### src/rtl/bk_serial_subtractor16.sv
// bk_serial_subtractor16: multi-word unsigned A - B, one 16-bit word per cycle,
// least-significant word first. Two-stage pipeline (S1 operands, S2 result)
// with a 16-bit Brent-Kung prefix core between them and the borrow chained
// word-to-word through a registered carry.
module bk_serial_subtractor16 #(
  parameter int unsigned WORDS = 2
) (
  input  logic        clk,
  input  logic        rst_n,
  input  logic        in_valid,
  output logic        in_ready,
  input  logic [15:0] a,
  input  logic [15:0] b,
  output logic        out_valid,
  input  logic        out_ready,
  output logic [15:0] diff,
  output logic        out_last,
  output logic        out_borrow,
  output logic        out_zero
);

  localparam logic [2:0] LAST_IDX = 3'(WORDS - 1);

  // Input word counter and S1 stage
  logic [2:0]  cnt_q;
  logic        s1_valid_q;
  logic [15:0] s1_a_q;
  logic [15:0] s1_nb_q;
  logic [2:0]  s1_idx_q;

  // S2 stage and inter-word state
  logic        s2_valid_q;
  logic [15:0] diff_q;
  logic        last_q;
  logic        borrow_q;
  logic        zero_q;
  logic        carry_q;
  logic        zacc_q;

  // Handshake and core signals
  logic        s2_adv;
  logic        accept;
  logic        cin;
  logic [15:0] pg_w;
  logic [15:0] g_w;
  logic [15:0] p_w;
  logic [15:0] sum_d;
  logic        cout_d;
  logic        zero_d;
  logic        last_d;
  logic [2:0]  cnt_d;

  assign s2_adv   = s1_valid_q && (!s2_valid_q || out_ready);
  assign in_ready = !s1_valid_q || s2_adv;
  assign accept   = in_valid && in_ready;
  assign cin      = (s1_idx_q == '0) ? 1'b1 : carry_q;
  assign last_d   = (s1_idx_q == LAST_IDX);
  assign zero_d   = (s1_idx_q == '0) ? (sum_d == '0) : (zacc_q && (sum_d == '0));
  assign cnt_d    = (cnt_q == LAST_IDX) ? '0 : cnt_q + 3'd1;

  // Brent-Kung prefix over a + ~b + cin; cin is folded into bit 0 generate so
  // the group generate at bit i is directly the carry into bit i+1.
  always_comb begin
    int unsigned s;
    pg_w    = s1_a_q ^ s1_nb_q;
    g_w     = s1_a_q & s1_nb_q;
    p_w     = pg_w;
    g_w[0]  = g_w[0] | (p_w[0] & cin);
    s       = 1;
    // up-sweep: 4 levels, node i combines with i-s when (i+1) is a multiple of 2s
    for (int unsigned lvl = 0; lvl < 4; lvl++) begin
      s = 32'd1 << lvl;
      for (int unsigned i = 0; i < 16; i++) begin
        if (((i + 1) % (2 * s)) == 0) begin
          g_w[i] = g_w[i] | (p_w[i] & g_w[i - s]);
          p_w[i] = p_w[i] & p_w[i - s];
        end
      end
    end
    // down-sweep: 3 levels filling the remaining prefixes (11; 5,9,13; evens)
    for (int unsigned lvl = 0; lvl < 3; lvl++) begin
      s = 32'd4 >> lvl;
      for (int unsigned i = 0; i < 16; i++) begin
        if ((((i + 1) % (2 * s)) == s) && (i >= 2 * s)) begin
          g_w[i] = g_w[i] | (p_w[i] & g_w[i - s]);
          p_w[i] = p_w[i] & p_w[i - s];
        end
      end
    end
    sum_d  = pg_w ^ {g_w[14:0], cin};
    cout_d = g_w[15];
  end

  // Input counter and S1 operand register
  always_ff @(posedge clk or negedge rst_n) begin
    if (!rst_n) begin
      cnt_q      <= '0;
      s1_valid_q <= 1'b0;
      s1_a_q     <= '0;
      s1_nb_q    <= '0;
      s1_idx_q   <= '0;
    end else begin
      if (accept) begin
        cnt_q      <= cnt_d;
        s1_valid_q <= 1'b1;
        s1_a_q     <= a;
        s1_nb_q    <= ~b;
        s1_idx_q   <= cnt_q;
      end else if (s2_adv) begin
        s1_valid_q <= 1'b0;
      end
    end
  end

  // S2 result register plus chained carry and zero accumulator
  always_ff @(posedge clk or negedge rst_n) begin
    if (!rst_n) begin
      s2_valid_q <= 1'b0;
      diff_q     <= '0;
      last_q     <= 1'b0;
      borrow_q   <= 1'b0;
      zero_q     <= 1'b0;
      carry_q    <= 1'b0;
      zacc_q     <= 1'b0;
    end else begin
      if (s2_adv) begin
        s2_valid_q <= 1'b1;
        diff_q     <= sum_d;
        last_q     <= last_d;
        borrow_q   <= last_d & ~cout_d;
        zero_q     <= last_d & zero_d;
        carry_q    <= cout_d;
        zacc_q     <= zero_d;
      end else if (out_ready) begin
        s2_valid_q <= 1'b0;
      end
    end
  end

  assign out_valid  = s2_valid_q;
  assign diff       = diff_q;
  assign out_last   = last_q;
  assign out_borrow = borrow_q;
  assign out_zero   = zero_q;

endmodule

### config.mk
export PLATFORM = sky130hd
export DESIGN_NAME = bk_serial_subtractor16
export DESIGN_NICKNAME = d
export VERILOG_FILES = /design/src/rtl/bk_serial_subtractor16.sv
export SDC_FILE = /design/constraint.sdc
export NUM_CORES = 1
export LEC_CHECK = 0
export CELL_PAD_IN_SITES_DETAIL_PLACEMENT = 1
export CELL_PAD_IN_SITES_GLOBAL_PLACEMENT = 1
export CORE_UTILIZATION = 38
export DETAILED_ROUTE_END_ITERATION = 16
export GPL_TIMING_DRIVEN = 0
export HOLD_SLACK_MARGIN = 0.02
export PLACE_DENSITY = 0.82
export RECOVER_POWER = 50
export REMOVE_ABC_BUFFERS = 1
export SLEW_MARGIN = 20
export SYNTH_ARGS = -nofsm -noshare
export SYNTH_HDL_FRONTEND = slang
export SYNTH_SLANG_ARGS = --single-unit
### constraint.sdc
create_clock -name clk -period 3.3 [get_ports clk]
set_input_delay 0.66 -clock clk [delete_from_list [all_inputs] [get_ports clk]]
set_output_delay 0.66 -clock clk [all_outputs]
set_load 0.01 [all_outputs]
**Word-level counts from Yosys, hierarchy flattened**

Index checks and enable logic that the tools add are counted.

- Bits in registers: 61
- Input bits: 36
- Logic and storage cells: 105

- Add/sub/neg operators: 1
- Equality and inequality tests: 2
- Mux-type cells: 7
- Bitwise operators: 72
- Reduce and logical (&&, ||, !) cells: 11

Operator list:

| kind | number |
|---|---|
| AND 1 bit | 40 |
| bitwise XOR 16 bit | 2 |
| bitwise OR 1 bit | 27 |
| AND 16 bit | 1 |
| zero test 16 bit | 1 |
| inverter 16 bit | 1 |
| == test 3 x 1 -> 1 bit, second input constant | 2 |
| 2-to-1 mux 1 bit | 6 |
| nonzero test 2 bit | 2 |
| adder 3 x 1 -> 3 bit, second input constant | 1 |
| logical AND 1 bit | 3 |
| zero test 3 bit | 1 |
| 2-to-1 mux 3 bit | 1 |
| zero test 1 bit | 2 |
| logical OR 1 bit | 2 |
| inverter 1 bit | 1 |

**Logic depth before layout (Yosys ltp)**

Gate-level depths: netlist of run 1.

- Depth in word-level cells: 21
- Gate-level depth with buffers: 13

**Worst setup path before layout of run 1**

Ideal clock, no wire load.

- Path type: register to register
- From: register s1_idx_q[1]
- To: register zacc_q
- Library setup time: 0.064 ns
- Arrival time: 3.185 ns
- Setup slack: 0.050 ns
- Stages on the path, launching flop included: 14
- Clock period less this slack: 3.250 ns
- Path through: dfrtp_1 nor3_1 or2_2 fa_1 fa_1 a211oi_1 o211ai_2 a21boi_2 o21ai_0 fa_1 xnor2_1 nand4_1 nor3_2 mux2_2

- Cells in the longest elaborated chain, start to end: 20
- Elaborated cells on any way between the ends: 36
- Classes of those cells: 2 x mux; 31 x bitwise; 3 x reduce/logical

Ends and longest elaborated chain:

| item | line | text |
|---|---|---|
| start: declaration | 29 | `logic [2:0] s1_idx_q;` |
| start signal: assignment | 108 | `s1_idx_q <= cnt_q;` |
| zero test 3 bit * | 56, 58 |  |
| 2-to-1 mux 1 bit | 56 | `assign cin = (s1_idx_q == '0) ? 1'b1 : carry_q;` |
| AND 1 bit | 68 | `g_w[0] = g_w[0] \| (p_w[0] & cin);` |
| bitwise OR 1 bit | 68 |  |
| AND 1 bit | 75 | `g_w[i] = g_w[i] \| (p_w[i] & g_w[i - s]);` |
| bitwise OR 1 bit | 75 |  |
| AND 1 bit | 75 |  |
| bitwise OR 1 bit | 75 |  |
| [... 4 more ...] | -- |  |
| AND 1 bit | 85 | `g_w[i] = g_w[i] \| (p_w[i] & g_w[i - s]);` |
| bitwise OR 1 bit | 85 |  |
| AND 1 bit | 85 |  |
| bitwise OR 1 bit | 85 |  |
| bitwise XOR 16 bit | 90 | `sum_d = pg_w ^ {g_w[14:0], cin};` |
| zero test 16 bit | 58 | `assign zero_d = (s1_idx_q == '0) ? (sum_d == '0) : (zacc_q && (sum_d == '0));` |
| logical AND 1 bit | 58 |  |
| 2-to-1 mux 1 bit * | 58 |  |
| end signal: assignment | 133 | `zacc_q <= zero_d;` |
| end: declaration | 38 | `logic zacc_q;` |

Mark *: on every way between the ends. The rest lies on a longest branch, timed or not.
A chain may end at the register's enable or synchronous reset.

**Worst setup path in the final report of run 1**

Same ends and word-level chain as after synthesis.

==> impl_metrics.yaml, run 1 <==
timing:
  post-route-period-util_pct: 103.5
  grt_setup_unrepaired: "yes"
  setup_violations: 2
  holdWs_ns: 0.4785
  fmax_ghz: 0.2927
  slew_headroom_pct: 2.542
  maxSlewViolCount: 0
  fin_ws_ns: -0.1167
  finalHoldViolCount: 0
  tightest_slew_ns: 1.462
  clock_skew_ns: 0.004192
  period_needed_ns: 3.417
power_and_ir_drop:
  p_sw_share_pct: 31.93
  leakage_nw: 1.734
  p_int_mw: 1.843
  clockPowerShare_pct: 22.6
  p_seq_share_pct: 38.8
  powerDensity_mw_per_mm2: 694.7
  ir_drop_mv: 0.2057
  p_sw_uw: 864.6
  pwr-share-comb_pct: 38.6
logic_synthesis:
  ys_ff_latch: 61
  synth.area.top_cells: "dfrtp_1 50%, mux2_4 9.9%, fa_1 5.9%"
  synth_seq_area_share_pct: 50.31
  syn-cell-area_mm2: 0.003034
  synth_edf_count: 0
  synth_cells: 239
  yosysTopAreaCell: "dfrtp_1"
  yosysWarnings: 0
  yosys.area.top_type_share_pct: 50.31
  synth_ff_type: "dfrtp_1"
  ys_types: 38
  async_flop_share_pct: 100.0
  synth.avg_cell_area_um2: 12.70
global_routing:
  overflow: 0
  grt.total_usage_pct: 17.27
  grt_pass1_vias: 2204
  grt_antenna_before_repair: 0
  grt_pass1_wl_mm: 10.86
  grt_max_degree: 53
placed_design:
  place.gp.congestion: 0.7680
  io_buffers: 56
  dp_hpwl_mm: 4.680
  dpl_cell_area_mm2: 0.003666
layout:
  nFillCells: 828
  num_antenna_cells: 0
  design_area_mm2: 0.003897
  syn_to_final_growth_pct: 28.45
  post_route_cells_drive_above_1_share_pct: 20.45
  num-nets-final: 363
route:
  drt-initial-drc-count: 23
  drc: 0
  detail-route-antenna-nets: 0
  vias_per_cell: 4.988
  wl_mm: 6.467
  avgRoutedWirePerCell_um: 15.77
  drt_first_pass_iters: 4
  vias: 2045
setup_path:
  crit_top_cell: "fa_2"
  worst-setup-path-type: "flop to flop"
  slowest_stage: "dfrtp_1"
  path_max_fanout: 3
  crit_arrival_ns: 3.71
  cp.required_ns: 3.59
  cp-start-kind: "flop"
  path_cells: "nor3_2, or2_4, fa_2, fa_2, a211oi_4, o211ai_2, a21boi_2, o21ai_1, fa_2, xnor2_2, nand4_1, nor3_2, mux2_4"
  cp-end-kind: "flop"
  cp_slowest_stage_delay_ns: 0.41
outcome:
  status: "complete, but fails checks"
  violations: "setup timing"
cts:
  clk_path_buf_depth: 2
  htree_levels: 3
  clkTransAtPathRegs_ns: 0.06
  clk_latency_ns: 0.35
  cts_buffers: 9
  hold_buffers: 0
  cts_tree: "yes"
  cts_sinks: 61
  clock_tree.root_cell: "clkbuf_8"
floorplanning:
  dieArea_mm2: 0.008346
  initial_core_util_pct: 39.26
  core_region_area_mm2: 0.007727
  fp-row-count: 32
  die_y_um: 91.36
  ios: 57
  die_w_um: 91.36
min_path:
  hold_path_class: "flop to flop"
flow_run:
  maxCapViolCount: 0
## timing repair
| action | CTS | global route |
|---|---|---|
| setup endpoints to repair | 10 | 4 |
| gates resized for setup | 11 | 6 |
| buffers inserted | 1 | 3 |
| pin swaps | 11 | 8 |
## final timing paths
| kind | startpoint | to | depth (start not counted) | slack [ns] |
|---|---|---|---|---|
| worst min register to register | diff[15] | diff[15] | 2 | 0.48 |
| min in group asynchronous | rst_n | s1_a_q[2] | 1 | 0.65 |
| max in group asynchronous | rst_n | cnt_q[0] | 2 | 1.13 |
| worst max register to register | s1_idx_q[1] | zacc_q | 13 | -0.12 |
| worst max-delay path | s1_idx_q[1] | zacc_q | 13 | -0.12 |
| worst min-delay path | diff[15] | diff[15] | 2 | 0.48 |
## synthesized netlist by cell type, drive strengths merged, types with 2 or more instances
cell type,n
nor3,3
inv,3
a31oi,2
and2,2
nand3,3
and3,2
xnor2,9
fa,9
buf,6
nand4,4
dfrtp,61
o211ai,3
nor2,3
a21oi,8
nand2,32
ha,14
o21ai,30
a21o,3
mux2,28
nand2b,4
## power groups by stage
stage	Clock, mW	Combinational [mW]	Sequential, mW
6_report	0.612	1.04	1.05
5_1_grt	0.657	1.14	1.07
3_3_place_gp	0	0.905	1.06
2_1_floorplan	0	0.487	1.09
3_5_place_dp	0	0.950	1.07
4_1_cts	0.621	1.00	1.06
## critical path: cells and delay by family, from the launching register on
family          cells  cell delay (ns)
xor+xnor            1             0.18
compound gates      4             0.76
simple gates        4             0.71
flops               1             0.41
fa+ha+maj           3             1.11
mux                 1             0.19
## metal layers
layer	vias to the layer above	global-route usage [%]	wire, um
li1	972	-	-
met1	1001	21.78	2883
met2	54	27.34	3123
met3	18	3.601	258
met4	0	10.32	201
met5	-	0	0
## through the flow
step                      util (%)  TNS, ns  power [mW]  instances  setup slack, ns
after floorplan                  -        0       1.575        232          0.05035
after global placement       47.22   -20.83       1.970        390          -0.4347
after detailed placement     47.44   -1.804       2.017        391          -0.5782
after CTS                    50.39  -0.4788       2.681        407          -0.2549
after global routing         50.44  -0.5552       2.875        410          -0.2867
final                        50.44  -0.2078       2.707        410          -0.1167
## registers in the layout, summed over array words and instances (netlist names)
name	flops
s1_a_q	16
out_valid	1
s1_idx_q	3
carry_q	1
out_borrow	1
cnt_q	3
out_zero	1
out_last	1
zacc_q	1
s1_valid_q	1
diff	16
s1_nb_q	16
## cells in the final DEF (no fill, tap or decap), types with 3 or more instances in the layout
cell,netlist,final
mux2_4,20,21
ha_1,14,14
clkbuf_1,0,3
buf_4,1,4
xnor2_1,9,7
nand2b_1,4,4
nand3_1,3,3
clkdlybuf4s50_1,0,54
nand4_1,4,4
fa_1,9,6
clkbuf_8,0,12
mux2_2,8,7
inv_1,3,3
fa_2,0,3
nand2_1,30,30
a21o_1,3,3
a21oi_1,8,8
nor3_2,1,3
o21ai_0,30,28
dfrtp_1,61,61
## layout make-up
| class | instances | area, um2 | share of cell area, % |
|---|---|---|---|
| tap | 102 | 127.6 | 3.274 |
| multi-input combinational | 168 | 1465 | 37.59 |
| inverter | 3 | 11.26 | 0.2889 |
| sequential | 61 | 1526 | 39.17 |
| clock inverter | 1 | 5.005 | 0.1284 |
| timing repair buffer | 61 | 589.3 | 15.12 |
| clock buffer | 14 | 172.7 | 4.430 |
## cells by family (layout without fill, tap and decap cells)
kind of cell / count (synthesis) / count (layout) / share of synthesized area [%]
AO/OA/AOI/OAI: 51 / 51 / 9.814
AND/OR/NAND/NOR: 57 / 57 / 9.897
adder cells (fa/ha/maj): 23 / 23 / 11.71
multiplexers: 28 / 28 / 12.87
XOR/XNOR: 9 / 9 / 2.598
flip-flops: 61 / 61 / 50.31
buffers and inverters: 10 / 79 / 2.804
No activity file was read; power rests on OpenSTA's default activity.
==> inputs of run 2 (changes only) <==
CAP_MARGIN = 20   (was default)
==> results of run 2 <==
The final DEF is identical to that of run 1; final timing and power are the same.
==> inputs of run 3 (changes only) <==
==> constraint.sdc (replaced) <==
create_clock -name clk -period 3.3 [get_ports clk]
set_input_delay 0.495 -clock clk [delete_from_list [all_inputs] [get_ports clk]]
set_output_delay 0.495 -clock clk [all_outputs]
set_load 0.01 [all_outputs]
==> impl_metrics.yaml, run 3 (synthesis results as in run 1) <==
outcome:
  status: "complete, but fails checks"
  violations: "capacitance limit, setup timing"
timing:
  finalHoldViolCount: 0
  setup_violations: 2
  fin_ws_ns: -0.1167
  grt_setup_unrepaired: "yes"
  post-route-period-util_pct: 103.5
  tightest_slew_ns: 1.498
  fmax_ghz: 0.2927
  period_needed_ns: 3.417
  slew_headroom_pct: 0.1062
  clock_skew_ns: 0.004192
  maxSlewViolCount: 0
  fin_tns_setup_ns: -0.2079
floorplanning:
  ios: 57
  core_region_area_mm2: 0.007727
  fp-row-count: 32
  die_y_um: 91.36
  dieArea_mm2: 0.008346
  die_w_um: 91.36
  initial_core_util_pct: 39.26
placed_design:
  dp_hpwl_mm: 4.680
  io_buffers: 56
  dp_cells: 391
  place.gp.congestion: 0.7680
  dpl_cell_area_mm2: 0.003666
cts:
  cts_buffers: 9
  clkTransAtPathRegs_ns: 0.06
  clk_path_buf_depth: 2
  clk_latency_ns: 0.35
  cts_sinks: 61
  cts_tree: "yes"
  hold_buffers: 0
  clock_tree.root_cell: "clkbuf_8"
  htree_levels: 3
route:
  drc: 0
  avgRoutedWirePerCell_um: 15.77
  top_layer: "met4"
  drt_first_pass_iters: 4
  wl_met2_mm: 3.122
  detail-route-antenna-nets: 0
  wl_met1_mm: 2.882
  drt-initial-drc-count: 24
  vias: 2046
  wl_met3_um: 258
  vias_per_cell: 4.990
  wl_mm: 6.465
power_and_ir_drop:
  leakage_nw: 1.743
  ir_drop_mv: 0.2057
  powerDensity_mw_per_mm2: 693.5
setup_path:
  critPathBufInv: 0
  cp-end-kind: "flop"
  cp.required_ns: 3.59
  crit_arrival_ns: 3.71
  cp-start-kind: "flop"
  worst-setup-path-type: "flop to flop"
  path_cells: "nor3_2, or2_4, fa_2, fa_2, a211oi_4, o211ai_2, a21boi_2, o21ai_1, fa_2, xnor2_2, nand4_1, nor3_2, mux2_4"
  slowest_stage: "dfrtp_1"
  crit_top_cell: "fa_2"
  cp_slowest_stage_delay_ns: 0.41
  cp_top_family: "adder cells"
  path_max_fanout: 3
layout:
  design_area_mm2: 0.003905
  multi_input_area_mm2: 0.001465
  num_antenna_cells: 0
  post_route_cells_drive_above_1_share_pct: 20.13
  syn_to_final_growth_pct: 28.70
  nFillCells: 826
  final_common_cell: "dfrtp_1"
  ff_latch_area_mm2: 0.001526
  num-nets-final: 363
  final_util_pct: 50.53
  final_cell_mix: "61 x dfrtp_1, 54 x clkdlybuf4s50_1, 30 x nand2_1"
  layoutNonFillerInstCount: 410
global_routing:
  grt_max_degree: 53
  grt_antenna_before_repair: 0
  grt_pass1_vias: 2204
  overflow: 0
  grt.total_usage_pct: 17.27
  grt_pass1_wl_mm: 10.86
min_path:
  hold_path_class: "input port to async pin"
flow_run:
  maxCapViolCount: 1
-- run 3: cell types whose count changed in the layout (fill, tap and decap cells not counted) --
| cell | previous run | this run |
|---|---|---|
| dlymetal6s4s_1 | 0 | 1 |
| clkbuf_2 | 1 | 0 |
-- run 3: per-layer routing --
metal | up-vias | track usage [%]
met4 | 0 | 10.32
met2 | 54 | 27.34
met3 | 18 | 3.601
li1 | 972 | -
met5 | - | 0
met1 | 1002 | 21.78
-- run 3: repair_timing --
item | in CTS | in global routing
setup endpoints to repair | 10 | 4
buffers inserted | 1 | 3
gates resized for setup | 11 | 6
pin swaps | 11 | 8
-- run 3: final cells by class --
type                            count  area share [%]
Clock inverter                      1          0.1282
Inverter                            3          0.2884
Tap cell                          102           3.268
Multi-Input combinational cell    168           37.52
Clock buffer                       14           4.422
Sequential cell                    61           39.09
Timing Repair Buffer               61           15.28
-- run 3: through the flow --
step | hold slack (ns) | total power, mW | setup WS [ns]
6_report | 0.4785 | 2.708 | -0.1167
5_1_grt | 0.5228 | 2.876 | -0.2867
4_1_cts | 0.06762 | 2.681 | -0.2549
3_5_place_dp | 0.4384 | 2.017 | -0.5782
3_3_place_gp | 0.4577 | 1.970 | -0.4347
2_1_floorplan | 0.1994 | 1.575 | 0.05035
-- run 3: final timing paths --
kind,endpoint,depth (start not counted),from,slack [ns]
min in group clk,diff[15],2,diff[15],0.48
max in group asynchronous,cnt_q[0],2,rst_n,0.64
worst min-delay path,s1_a_q[2],1,rst_n,0.48
worst max register to register,zacc_q,13,s1_idx_q[1],-0.12
worst max-delay path,zacc_q,13,s1_idx_q[1],-0.12
worst min register to register,diff[15],2,diff[15],0.48
-- run 3: power by group --
group / switching, mW / internal, mW / total, mW
Sequential: 0.126 / 0.926 / 1.05
Clock: 0.282 / 0.329 / 0.612
Combinational: 0.456 / 0.588 / 1.04
Total: 0.865 / 1.84 / 2.71
